### src/rtl/fifo_uart_tx.sv
// UART transmitter that drains an 8-bit sync FIFO (registered read, 1-cycle latency)
// and serialises each byte as start/data/[parity]/stop on a registered tx line.
module fifo_uart_tx #(
   parameter int unsigned CLKS_PER_BIT = 16,
   parameter int unsigned PARITY_EN    = 0,
   parameter int unsigned PARITY_ODD   = 0,
   parameter int unsigned STOP_BITS    = 1
) (
   input  logic       clk,
   input  logic       rst_n,
   input  logic       enable,
   input  logic       fifo_empty,
   output logic       fifo_rd_en,
   input  logic [7:0] fifo_data,
   output logic       tx,
   output logic       busy,
   output logic       tx_done
);

   localparam int unsigned BaudW = $clog2(CLKS_PER_BIT);
   localparam logic [BaudW-1:0] BaudMax = BaudW'(CLKS_PER_BIT - 1);
   localparam logic [2:0] StopLast = 3'(STOP_BITS - 1);
   localparam logic OddInv = (PARITY_ODD != 0);

   typedef enum logic [2:0] {
      StIdle, StFetch, StLoad, StStart, StData, StParity, StStop
   } state_e;

   state_e           state_q, state_d;
   logic [BaudW-1:0] baud_q, baud_d;
   logic [2:0]       bit_q, bit_d;
   logic [7:0]       shift_q, shift_d;
   logic             parity_q, parity_d;
   logic             tx_q, tx_d;
   logic             rd_en_q, rd_en_d;
   logic             busy_q, busy_d;
   logic             done_q, done_d;
   logic             bit_end;

   always_comb begin
      state_d  = state_q;
      baud_d   = baud_q;
      bit_d    = bit_q;
      shift_d  = shift_q;
      parity_d = parity_q;
      bit_end  = (baud_q == BaudMax);

      unique case (state_q)
         StIdle: begin
            if (enable && !fifo_empty) state_d = StFetch;
         end
         StFetch: state_d = StLoad;
         StLoad: begin
            shift_d  = fifo_data;
            parity_d = (^fifo_data) ^ OddInv;
            baud_d   = '0;
            bit_d    = '0;
            state_d  = StStart;
         end
         StStart: begin
            if (bit_end) begin
               baud_d  = '0;
               state_d = StData;
            end else begin
               baud_d = baud_q + BaudW'(1);
            end
         end
         StData: begin
            if (bit_end) begin
               baud_d = '0;
               if (bit_q == 3'd7) begin
                  bit_d   = '0;
                  state_d = (PARITY_EN != 0) ? StParity : StStop;
               end else begin
                  bit_d = bit_q + 3'd1;
               end
            end else begin
               baud_d = baud_q + BaudW'(1);
            end
         end
         StParity: begin
            if (bit_end) begin
               baud_d  = '0;
               state_d = StStop;
            end else begin
               baud_d = baud_q + BaudW'(1);
            end
         end
         StStop: begin
            // bit counter is reused to count stop bits
            if (bit_end) begin
               baud_d = '0;
               if (bit_q == StopLast) begin
                  bit_d   = '0;
                  state_d = StIdle;
               end else begin
                  bit_d = bit_q + 3'd1;
               end
            end else begin
               baud_d = baud_q + BaudW'(1);
            end
         end
         default: state_d = StIdle;
      endcase

      // Outputs are decoded from next-state values so they register in step with the state.
      rd_en_d = (state_d == StFetch);
      busy_d  = (state_d != StIdle);
      done_d  = (state_d == StStop) && (baud_d == BaudMax) && (bit_d == StopLast);
      unique case (state_d)
         StStart:  tx_d = 1'b0;
         StData:   tx_d = shift_d[bit_d];
         StParity: tx_d = parity_d;
         default:  tx_d = 1'b1;
      endcase
   end

   always_ff @(posedge clk or negedge rst_n) begin
      if (!rst_n) begin
         state_q  <= StIdle;
         baud_q   <= '0;
         bit_q    <= '0;
         shift_q  <= '0;
         parity_q <= 1'b0;
         tx_q     <= 1'b1;
         rd_en_q  <= 1'b0;
         busy_q   <= 1'b0;
         done_q   <= 1'b0;
      end else begin
         state_q  <= state_d;
         baud_q   <= baud_d;
         bit_q    <= bit_d;
         shift_q  <= shift_d;
         parity_q <= parity_d;
         tx_q     <= tx_d;
         rd_en_q  <= rd_en_d;
         busy_q   <= busy_d;
         done_q   <= done_d;
      end
   end

   assign fifo_rd_en = rd_en_q;
   assign tx         = tx_q;
   assign busy       = busy_q;
   assign tx_done    = done_q;

endmodule
### config.mk
export PLATFORM = sky130hd
export DESIGN_NAME = fifo_uart_tx
export DESIGN_NICKNAME = d
export VERILOG_FILES = /design/src/rtl/fifo_uart_tx.sv
export SDC_FILE = /design/constraint.sdc
export NUM_CORES = 1
export LEC_CHECK = 0
export BUFFER_PORTS_ARGS = -buffer_cell sky130_fd_sc_hd__buf_4
export CORE_MARGIN = 2
export CORE_UTILIZATION = 51
export DETAILED_ROUTE_END_ITERATION = 8
export GPL_ROUTABILITY_DRIVEN = 0
export GPL_TIMING_DRIVEN = 0
export PLACE_DENSITY_LB_ADDON = 0.08
export SLEW_MARGIN = 20
export SYNTH_ARGS = -nofsm -noshare
export SYNTH_HDL_FRONTEND = slang
export SYNTH_SLANG_ARGS = --single-unit
### constraint.sdc
create_clock -name clk -period 6.3 [get_ports clk]
set_clock_uncertainty 0.15 [all_clocks]
set_input_delay 1.26 -clock clk [delete_from_list [all_inputs] [get_ports clk]]
set_output_delay 1.26 -clock clk [all_outputs]
set_load 0.1 [all_outputs]
; ---- Word level (Yosys, flattened, before mapping)
; Cells that the tools add are included.
[op_classes]
add_sub_neg = 2
n_lt_le_gt_ge = 1
eq_ne = 14
muxes = 20
reduce_logical = 10
[ops]
columns = operator, count
row1 = 3-bit 2-to-1 mux, 11
row2 = "3-bit == test, second input constant", 7
row3 = 3-bit case mux with 7 select lines, 1
row4 = "3-bit by 2-bit == test with 1-bit output, second input constant", 3
row5 = 3-bit zero test, 3
row6 = 3-bit case mux with 3 select lines, 1
row7 = "4-bit == test, second input constant", 2
row8 = 8-bit 2-to-1 mux, 1
row9 = 4-bit case mux with 2 select lines, 1
row10 = 8-bit parity, 1
row11 = "3-bit by 1-bit == test with 1-bit output, second input constant", 2
row12 = "4-bit by 1-bit adder with 4-bit output, second input constant", 1
row13 = "3-bit by 4-bit less-than comparator with 1-bit output, second input constant", 1
row14 = 4-bit 2-to-1 mux, 1
row15 = 4-bit OR reduction, 1
row16 = "3-bit by 1-bit adder with 3-bit output, second input constant", 1
row17 = 1-bit binary-select mux with 3-bit select, 1
row18 = 1-bit logical AND, 3
row19 = 1-bit case mux with 3 select lines, 1
row20 = 3-bit nonzero test, 1
row21 = 1-bit 2-to-1 mux, 2
row22 = 1-bit zero test, 1
[totals]
register_bits = 23
in_bits = 12
output_inout_bits = 4
word_cells = 56

; ---- Depth between registers and ports, before layout
; Gate-level depths: netlist of run 1.
[depth]
word_depth = 7
depth_mapped = 9
mapped_depth_nobuf = 8

; ---- Worst setup path before layout of run 1
; No wires, ideal clock.
[synth_timing]
path_kind = reg-to-output
start = register busy_q (netlist: busy)
end = output port busy
arrival_ns = 0.883
setup_slack_ns = 4.007
stages_incl_launch_ff = 1
cell_sequence = dfrtp_1
[synth_rtl]
columns = item, line_no
row1 = start: declaration, 36  ; logic busy_q, busy_d;
row2 = start signal: assignment, 137  ; busy_q <= busy_d;
row3 = end: declaration, 16  ; output logic busy,
; No word-level cell between the ends.

; ---- Worst setup path in the final report of run 1
[layout_timing]
start = register baud_q[0]
end = register tx_q (netlist: tx)
[layout_via]
elab_chain_cells = 6
[layout_rtl]
columns = item, line_no
row1 = start: declaration, 30  ; logic [BaudW-1:0] baud_q, baud_d;
row2 = start signal: assignment, 131  ; baud_q <= baud_d;
row3 = 4-bit == test (*), 46  ; bit_end = (baud_q == BaudMax);
row4 = 3-bit 2-to-1 mux (on tied branches), "91, 69"
row5 = 3-bit case mux with 3 select lines (*), 48  ; unique case (state_q)
row6 = named net bit_d[0], 31  ; logic [2:0] bit_q, bit_d;
row7 = 1-bit binary-select mux with 3-bit select (*), 112  ; StData: tx_d = shift_d[bit_d];
row8 = 1-bit 2-to-1 mux (implied by the code) (*), 112
row9 = 1-bit case mux with 3 select lines (*), 110  ; unique case (state_d)
row10 = named net tx_d, 34  ; logic tx_q, tx_d;
row11 = end signal: assignment, 135  ; tx_q <= tx_d;
row12 = end: declaration, 34
; The timed path passes the listed nets; every way through them passes the cells marked *. The select of a mux whose other input is x is not followed.

==> results of run 1 <==
==> worst paths after layout <==
path | from | end | depth (start not counted)
max | baud_q[0]$_DFF_PN0_ | tx$_DFF_PN1_ | 7
min | parity_q$_DFF_PN0_ | parity_q$_DFF_PN0_ | 2
max reg2reg | baud_q[0]$_DFF_PN0_ | tx$_DFF_PN1_ | 7
min reg2reg | parity_q$_DFF_PN0_ | parity_q$_DFF_PN0_ | 2
max in group asynchronous | rst_n | tx$_DFF_PN1_ | 1
min in group asynchronous | rst_n | shift_q[7]$_DFF_PN0_ | 1
==> Yosys cell counts (all sizes together), types with 2 or more instances <==
master	count
dfrtp	22
inv	11
mux2i	9
nand2	9
o21ai	9
mux2	8
xnor2	7
a21oi	6
buf	6
ha	4
nand2b	4
nand3	4
nor3b	4
o2111ai	3
o211ai	3
a31oi	2
a32oi	2
and3	2
nand3b	2
nor2	2
nor2b	2
o221ai	2
o32ai	2
==> registers in the layout, summed over array words and instances, names as in the netlist <==
register    flops
bit_q           3
shift_q         8
parity_q        1
busy            1
baud_q          4
tx              1
state_q         3
tx_done         1
fifo_rd_en      1
==> through the flow <==
step | utilization | cell area (um^2) | cells | setup slack [ns] | total power (uW)
after floorplan | - | 1458 | 141 | 4.007 | 177.1
final | 0.5982 | 1635 | 191 | 3.701 | 252.6
after global placement | 0.5886 | 1609 | 187 | 3.726 | 188.4
after global routing | 0.5982 | 1635 | 191 | 3.565 | 264.3
after CTS | 0.5982 | 1635 | 191 | 3.689 | 256.4
after detailed placement | 0.5886 | 1609 | 187 | 3.698 | 189.7
==> critical path, stage by stage, from the launching register on <==
cell and delay, ns:
dfrtp_1 0.46, ha_1 0.35, nand3_4 0.16, or4_4 0.56, a32oi_4 0.31, nand2_2 0.06, o22a_1 0.21, a32oi_1 0.25
==> cells by family after synthesis <==
kind of cell             count (synthesis)  share of synthesized area
AO/OA/AOI/OAI                           36                     0.1871
multiplexers                            17                     0.1236
adder cells (fa/ha/maj)                  4                    0.03434
buffers and inverters                   18                    0.05322
flip-flops                              23                     0.3957
AND/OR/NAND/NOR                         36                     0.1639
XOR/XNOR                                 7                    0.04206
==> routing by layer <==
layer,vias up,track usage,share of wire
met5,-,0,0
met4,0,0.04651,0.0059
met3,2,0.03175,0.033
met2,16,0.3344,0.50
met1,552,0.2674,0.46
li1,562,-,-
==> area by class of cell <==
cell class	instances	area [um^2]
Clock buffer	4	26.28
Timing Repair Buffer	15	112.6
Inverter	11	41.29
Buffer	7	36.28
Sequential cell	23	576.8
Multi-Input combinational cell	100	803.3
Fill cell	250	1099
Tap cell	31	38.79
==> power by group through the flow <==
stage          sequential, uW  combinational [uW]  clock, uW
3_5_place_dp              158                32.0          0
2_1_floorplan             160                17.4          0
5_1_grt                   155                35.8       73.3
4_1_cts                   155                32.1       69.6
3_3_place_gp              157                31.1          0
6_report                  155                31.4       66.6
==> run metrics, run 1 <==
number of storage elements in the synthesis netlist=23; total of hold buffers inserted after clock tree synthesis=0; switching component of the power=58.98 uW; Worst IR Drop VDD=0.1545 mV; # H-tree levels=1; Clock Latency Late Sink=0.30 ns; unrepaired setup endpoints after global routing=no; Worst-path clk slew=0.12 ns; violation count after the first detailed-route iteration=51; CTS-repair resized insts=0; leakage=0.0006955 uW; CTS tree=done; sequential element share of the synthesized area=0.3957; share of layout cells above drive strength 1=0.2438; buffer cell driving the clock tree root=clkbuf_4; critical-path maximum fanout=10; antenna fix cells=0; DRC errors left=0; predominant post-synthesis flop cell=dfrtp_1; type of the most critical hold path=register to register; kind of critical path=register to register; grt ovf=0; DIE HEIGHT=57.46 um; I/O pin cnt=16; number of sinks handled by clock tree synthesis=23; initial core utilization=0.5332; most common cell after layout, fill and taps aside=dfrtp_1; Worst setup EP type=register; number of max-cap violations=0; final total negative setup slack=0 ns; Max Transition Viols Final=0; Placeable Area=~2700 um^2; wire length of the first global-routing pass=a little over 5 mm; Final min period=2.599 ns; slew at the pin closest to its max-slew limit=approximately 0.55 ns; maximum number of pins on one net before global-route repair=24; number of antenna violations at the first check in global routing=0; input/output buffers=15; Post-Synthesis Mean Instance Area=roughly 10 um^2; vias in the first global route=1,139; count of unique library cells instantiated by Yosys=45; Yosys warnings=0; result of the run=completed; post-route ant nets=0; detailed placer's ending HPWL=2.219 mm; clock buffer count from CTS=3; switching power share of the total=0.2335; proportion of netlist area held by the largest area contributor=0.3777; total die area=around 3300 um^2; Final Net Count=177; combinational cell fraction of total power=0.124; ys async rst share=1.000; maximum clock frequency=0.3848 GHz; share of the clock period used by the worst path after layout=0.4125; DR vias=1,132; count of final hold-check violations=0; number of synthesized flops with an enable pin=0; post-detailed-routing wire length=~2.9 mm; Final setup violation count=0; cell area after synthesis=1458 um^2; area growth from synthesis to layout=12.19%; worst hold slack across all endpoints=0.3444 ns; Post-CTS Setup Inserts=0; maximum root-to-sink buffer count=2; horizontal die dimension=57.46 um; max_slew headroom=0.6353; Via density=~6; setup slack, reg-to-reg=3.70 ns; power per unit of standard cell area=roughly 150 nW/um^2; Worst EP arrival=2.67 ns; Gate Count Post-Synth=141; std cell rows=19; Pre-antenna DRT Iters=4; commonest cells after routing, fill and taps aside=dfrtp_1, buf_4, inv_1, o21ai_0, mux2i_1; wire length per cell after detailed routing=15.17 um; internal power consumption=193.6 uW; post-synthesis cell type with the largest combined area=dfrtp_1; top post-synthesis cells by area=dfrtp_1, mux2i_1, mux2_2; sequential group share of total power=0.612; global routing usage summed across all routing layers=0.1982; clock network fraction of total power=0.264; net count after synthesis=157; startpoint types=register; data required time at the worst endpoint=6.37 ns
Power figures use the tool's default switching activity.
==> run 2, diff against run 1 <==
==> constraint.sdc (replaced) <==
create_clock -name clk -period 2.1 [get_ports clk]
set_clock_uncertainty 0.15 [all_clocks]
set_input_delay 0.42 -clock clk [delete_from_list [all_inputs] [get_ports clk]]
set_output_delay 0.42 -clock clk [all_outputs]
set_load 0.1 [all_outputs]
==> run 2 against run 1 <==
The run now ends with negative setup slack left. First-iteration DRC count down 22%. Wire length up 8.4%. Sequential cell count stayed put. Worst setup slack got worse by 3.9 ns. Non-clock buffer count is 5 higher. Combinational power rose to 3.2 times the previous value. Sequential power rose to 3.0 times the previous value. Final cell count is 2.6% higher. Maximum frequency grew 12%.
==> run metrics, run 2 (synthesis gave the netlist of run 1 again) <==
wire length of the first global-routing pass=5.457 mm (was 5.126 mm); Worst-path clk slew=0.12 ns (about the same); Clock Latency Late Sink=0.30 ns (about the same); instance count along the most critical hold path=2 (unchanged); Worst R2R End=tx$_DFF_PN1_ (unchanged); grt ovf=0 (unchanged); launching point of the worst reg2reg path=bit_q[0]$_DFF_PN0_ (was baud_q[0]$_DFF_PN0_); DRC errors left=0 (unchanged); power per unit of standard cell area=427.3 nW/um^2 (was 154.5 nW/um^2); Pre-antenna DRT Iters=4 (unchanged); Top reg by flops=shift_q (unchanged); DIE HEIGHT=57.46 um (unchanged); std cell rows=19 (unchanged); violation count after the first detailed-route iteration=40 (was 51); worst hold slack across all endpoints=0.2279 ns (was 0.3444 ns); max reg flops=8 (unchanged); Via density=5.918 (was 5.927); post-detailed-routing wire length=3.140 mm (was 2.897 mm); post-route worst setup slack=-0.2186 ns (was 3.701 ns); Worst EP arrival=2.40 ns (was 2.67 ns); vias in the first global route=1,196 (was 1,139); number of sinks handled by clock tree synthesis=23 (unchanged); kind of critical path=register to register (unchanged); critical-path maximum fanout=5 (was 10); maximum clock frequency=0.4313 GHz (was 0.3848 GHz); FF-to-FF path depth=8 (was 7); maximum root-to-sink buffer count=2 (unchanged); unrepaired setup endpoints after global routing=yes (was no); number of max-cap violations=0 (unchanged); result of the run=finished with violations (was completed); maximum number of pins on one net before global-route repair=24 (unchanged); I/O pin cnt=16 (unchanged); CTS tree=done (unchanged); leakage=0.0007490 uW (was 0.0006955 uW); startpoint types=register (unchanged); Worst IR Drop VDD=0.4892 mV (was 0.1545 mV); input/output buffers=15 (unchanged); violations in the final reports=negative setup slack; clock buffer count from CTS=3 (unchanged); DR vias=1,160 (was 1,132); Worst setup EP type=register (unchanged); Final setup violation count=2 (was 0); Placeable Area=2734 um^2 (unchanged); Max Transition Viols Final=0 (unchanged); area growth from synthesis to layout=21.72% (was 12.19%); slew at the pin closest to its max-slew limit=0.5778 ns (was 0.5460 ns); share of layout cells above drive strength 1=0.3515 (was 0.2438); global routing usage summed across all routing layers=0.2124 (was 0.1982); Regs by FF count=shift_q (8), baud_q (4) (unchanged); number of antenna violations at the first check in global routing=0 (unchanged); Min-Delay Endpoint=shift_q[2]$_DFF_PN0_ (was parity_q$_DFF_PN0_); commonest cells after routing, fill and taps aside=buf_4, dfrtp_1, inv_1, mux2i_1 (was dfrtp_1, buf_4, inv_1, o21ai_0, mux2i_1); buffer cell driving the clock tree root=clkbuf_4 (unchanged); worst setup slack before clock tree synthesis=-0.3670 ns (was 3.698 ns); antenna fix cells=0 (unchanged); horizontal die dimension=57.46 um (unchanged); share of the clock period used by the worst path after layout=1.104 (was 0.4125); data required time at the worst endpoint=2.18 ns (was 6.37 ns); max_slew headroom=0.6136 (was 0.6353); wire length per cell after detailed routing=16.02 um (was 15.17 um); Final Net Count=182 (was 177); detailed placer's ending HPWL=2.338 mm (was 2.219 mm); initial core utilization=0.5332 (unchanged); hold wc startpoint=fifo_data[2] (was parity_q$_DFF_PN0_); post-route ant nets=0 (unchanged); Final min period=2.319 ns (was 2.599 ns); most common cell after layout, fill and taps aside=buf_4 (was dfrtp_1); total die area=3302 um^2 (unchanged); setup slack, reg-to-reg=-0.22 ns (was 3.70 ns); count of final hold-check violations=0 (unchanged); type of the most critical hold path=primary input to register (was register to register); # H-tree levels=1 (unchanged)
## run 2: final cells by class
class,instances,area [um^2]
sequential,23,580.6
fill,218,959.7
buffer,7,48.80
tap,31,38.79
clock buffer,3,22.52
multi-input combinational,100,884.6
timing repair buffer,20,152.6
inverter,11,41.29
clock inverter,1,5.005
## run 2: worst max path at each step
| stage | slack (ns) | startpoint | endpoint |
|---|---|---|---|
| floorplan | -0.02 | baud_q[0]$_DFF_PN0_ | tx$_DFF_PN1_ |
| global placement | -0.34 | state_q[2]$_DFF_PN0_ | tx$_DFF_PN1_ |
| detailed placement | -0.37 | state_q[2]$_DFF_PN0_ | tx$_DFF_PN1_ |
| CTS | -0.27 | bit_q[1]$_DFF_PN0_ | tx$_DFF_PN1_ |
| global route | -0.32 | bit_q[1]$_DFF_PN0_ | tx$_DFF_PN1_ |
| finish | -0.22 | bit_q[0]$_DFF_PN0_ | tx$_DFF_PN1_ |
## run 2: per-stage QoR
| step | total power [uW] | utilization | TNS (ns) | instance area [um^2] | cells |
|---|---|---|---|---|---|
| 4_1_cts | 772.6 | 0.6265 | -0.5202 | 1713 | 195 |
| 5_1_grt | 795.0 | 0.6490 | -0.5157 | 1774 | 196 |
| 3_5_place_dp | 570.8 | 0.5950 | -0.6085 | 1627 | 187 |
| 2_1_floorplan | 531.2 | - | -0.02197 | 1475 | 141 |
| 6_report | 758.1 | 0.6490 | -0.3185 | 1774 | 196 |
| 3_3_place_gp | 568.5 | 0.5950 | -0.5277 | 1627 | 187 |
## run 2: critical path: stages (launching register included)
cell and delay (ns):
dfrtp_1 0.42, ha_2 0.20, ha_4 0.16, nor4bb_1 0.12, or4_4 0.44, a32oi_4 0.25
nand2_2 0.07, o22a_1 0.22, a32oi_2 0.22
## run 2: power breakdown
| part | internal (uW) | switching (uW) | total, uW |
|---|---|---|---|
| registers | 460 | 3.93 | 464 |
| logic | 49.5 | 51.2 | 101 |
| clock network | 71.1 | 123 | 194 |
| total | 580 | 178 | 758 |
## run 2: what timing repair did
item / CTS / global route
endpoints found under the setup margin: 3 / 4
pin swaps: 3 / 4
hold endpoints to repair: 22 / 0
gates resized for setup: 6 / 17
setup buffers: 3 / 1
hold buffers: 1 / 0
## run 2: per-layer routing
metal / share of wire / global-route usage / routed length [um]
met2: 0.53 / 0.3718 / 1664
met1: 0.44 / 0.2675 / 1366
met3: 0.019 / 0.02268 / 60
met4: 0.015 / 0.08306 / 48
met5: 0 / 0 / 0
==> run 3, diff against run 2 <==
--- a/config.mk
+++ b/config.mk
@@ -7,7 +7,7 @@
 export LEC_CHECK = 0
 export BUFFER_PORTS_ARGS = -buffer_cell sky130_fd_sc_hd__buf_4
 export CORE_MARGIN = 2
-export CORE_UTILIZATION = 51
+export CORE_UTILIZATION = 30
 export DETAILED_ROUTE_END_ITERATION = 8
 export GPL_ROUTABILITY_DRIVEN = 0
 export GPL_TIMING_DRIVEN = 0
==> run 3 against run 2 <==
Hold slack improved by 0.030 ns. Sequential power barely moved. The run still ends with negative setup slack left. Highest routed layer unchanged. First-iteration DRC count grew 73%. Worst setup slack better by 0.051 ns. Die area is 65% higher. Combinational power shrank 4%. Largest cell class unchanged.
==> run metrics, run 3 (synthesis gave the netlist of run 1 again) <==
worst path bufs/invs=0 (unchanged); Worst IR Drop VDD=0.2522 mV (was 0.4892 mV); CTS tree=done (unchanged); buffer cell driving the clock tree root=clkbuf_8 (was clkbuf_4); detailed placer's ending HPWL=2.470 mm (was 2.338 mm); DR vias=1,192 (was 1,160); std cell rows=25 (was 19); Worst setup EP type=register (unchanged); worst hold slack across all endpoints=0.2574 ns (was 0.2279 ns); slowest stage cell on the critical path=or4_4 (unchanged); wire length of the first global-routing pass=5.837 mm (was 5.457 mm); post-detailed-routing wire length=3.577 mm (was 3.140 mm); power per unit of standard cell area=454.5 nW/um^2 (was 427.3 nW/um^2); launching point of the worst reg2reg path=bit_q[0]$_DFF_PN0_ (unchanged); Pre-antenna DRT Iters=4 (unchanged); wire length per cell after detailed routing=15.76 um (was 16.02 um); Top reg by flops=shift_q (unchanged); post-route worst setup slack=-0.1672 ns (was -0.2186 ns); clock buffer count from CTS=3 (unchanged); kind of critical path=register to register (unchanged); commonest cells after routing, fill and taps aside=buf_4, dfrtp_1, inv_1, mux2i_1 (unchanged); count of final hold-check violations=0 (unchanged); total die area=5432 um^2 (was 3302 um^2); setup slack, reg-to-reg=-0.17 ns (was -0.22 ns); Via density=5.251 (was 5.918); post-route cell area=1863 um^2 (was 1774 um^2); max_slew headroom=0.5787 (was 0.6136); DIE HEIGHT=73.71 um (was 57.46 um); result of the run=finished with violations (unchanged); vias in the first global route=1,159 (was 1,196); kind of cell adding the most delay to the critical path=compound AO/OA/AOI/OAI gates (unchanged); initial core utilization=0.3107 (was 0.5332); Worst-path clk slew=0.09 ns (was 0.12 ns); maximum number of pins on one net before global-route repair=24 (unchanged); post-route ant nets=0 (unchanged); # H-tree levels=1 (unchanged); Final setup violation count=3 (was 2); Placeable Area=4692 um^2 (was 2734 um^2); antenna fix cells=0 (unchanged); input/output buffers=15 (unchanged); instance count along the most critical hold path=2 (unchanged); I/O pin cnt=16 (unchanged); area growth from synthesis to layout=27.81% (was 21.72%); Regs by FF count=shift_q (8), baud_q (4) (unchanged); type of the most critical hold path=primary input to register (unchanged); Slowest Stage Delay on Critical Path=0.43 ns (was 0.44 ns); max reg flops=8 (unchanged); Worst EP arrival=2.31 ns (was 2.40 ns); number of antenna violations at the first check in global routing=0 (unchanged); DRC errors left=0 (unchanged); data required time at the worst endpoint=2.15 ns (was 2.18 ns); FF-to-FF path depth=8 (unchanged); Final min period=2.267 ns (was 2.319 ns); share of the clock period used by the worst path after layout=1.080 (was 1.104); Cell Area, Placed=1655 um^2 (was 1627 um^2); violations in the final reports=negative setup slack (unchanged); slew at the pin closest to its max-slew limit=0.6300 ns (was 0.5778 ns); post-layout utilization of the core=0.3971 (was 0.6490); Max Transition Viols Final=0 (unchanged); hold wc startpoint=fifo_data[1] (was fifo_data[2]); grt ovf=0 (unchanged); violation count after the first detailed-route iteration=69 (was 40); startpoint types=register (unchanged); chain of cells forming the critical path=ha_2 > ha_4 > nor4bb_1 > or4_4 > a32oi_4 > nand2_2 > o22a_1 > a32oi_1 (was ha_2 > ha_4 > nor4bb_1 > or4_4 > a32oi_4 > nand2_2 > o22a_1 > a32oi_2); worst setup slack before clock tree synthesis=-0.3382 ns (was -0.3670 ns); Clock Latency Late Sink=0.27 ns (was 0.30 ns); share of layout cells above drive strength 1=0.3584 (was 0.3515); unrepaired setup endpoints after global routing=yes (unchanged); Final Net Count=190 (was 182); number of sinks handled by clock tree synthesis=23 (unchanged); horizontal die dimension=73.71 um (was 57.46 um); critical-path maximum fanout=5 (unchanged); most common cell after layout, fill and taps aside=buf_4 (unchanged); global routing usage summed across all routing layers=0.1429 (was 0.2124); Worst R2R End=tx$_DFF_PN1_ (unchanged); maximum clock frequency=0.4411 GHz (was 0.4313 GHz); maximum root-to-sink buffer count=2 (unchanged); leakage=0.0007893 uW (was 0.0007490 uW); number of max-cap violations=0 (unchanged); Min-Delay Endpoint=shift_q[1]$_DFF_PN0_ (was shift_q[2]$_DFF_PN0_)
==> run 3: cell types whose count changed in the layout (fill, tap and decap cells not counted), moves of 2 or more <==
cell / change
o21ai_1: -2
buf_4: +8
clkbuf_8: +3
clkbuf_4: -4
==> run 3: power by group <==
| group | switching (uW) | internal, uW | leakage, uW | total (uW) |
|---|---|---|---|---|
| Clock | 153 | 133 | 0.0000255 | 286 |
| Combinational | 48.4 | 48.3 | 0.000501 | 96.7 |
| Sequential | 4.92 | 460 | 0.000263 | 465 |
==> run 3: worst reg2reg max path, stage by stage, from the launching register on <==
cell and delay, ns:
dfrtp_1 0.41, ha_2 0.20, ha_4 0.16, nor4bb_1 0.12
or4_4 0.43, a32oi_4 0.25, nand2_2 0.06, o22a_1 0.22
a32oi_1 0.20
==> run 3: cell type report <==
| type | instances | area [um^2] |
|---|---|---|
| sequential | 23 | 580.6 |
| multi-input combinational | 100 | 860.8 |
| tap | 54 | 67.56 |
| inverter | 11 | 41.29 |
| fill | 491 | 2829 |
| clock inverter | 1 | 5.005 |
| clock buffer | 3 | 41.29 |
| buffer | 7 | 41.29 |
| timing repair buffer | 28 | 225.2 |
==> run 3: repair_timing <==
action | 4_1_cts | 5_1_grt
setup buffers | 3 | 9
setup endpoints to repair | 3 | 3
hold endpoints to repair | 22 | 0
pin swaps | 4 | 4
resized for setup | 6 | 9
hold buffers | 1 | 0
==> run 3: through the flow <==
stage	power (uW)	TNS, ns	std cells
floorplan	531.2	-0.02197	141
global placement	566.4	-0.7417	210
detailed placement	570.1	-0.7001	210
CTS	858.1	-0.5250	218
global route	894.9	-0.7640	227
finish	846.7	-0.3783	227
==> run 3: worst max-delay path by stage <==
stage / startpoint / depth (start not counted) / to / slack, ns
floorplan: baud_q[0]$_DFF_PN0_ / 7 / tx$_DFF_PN1_ / -0.02
global placement: state_q[2]$_DFF_PN0_ / 7 / tx$_DFF_PN1_ / -0.39
detailed placement: state_q[2]$_DFF_PN0_ / 7 / tx$_DFF_PN1_ / -0.34
CTS: bit_q[0]$_DFF_PN0_ / 8 / tx$_DFF_PN1_ / -0.20
global route: baud_q[1]$_DFF_PN0_ / 8 / busy$_DFF_PN0_ / -0.33
finish: bit_q[0]$_DFF_PN0_ / 8 / tx$_DFF_PN1_ / -0.17
==> run 3: per-layer routing <==
layer,vias to the layer above,routed length (um),track usage
li1,583,-,-
met2,17,1736,0.2222
met4,0,44,0.04242
met1,587,1689,0.2024
met5,-,0,0
met3,5,108,0.02469
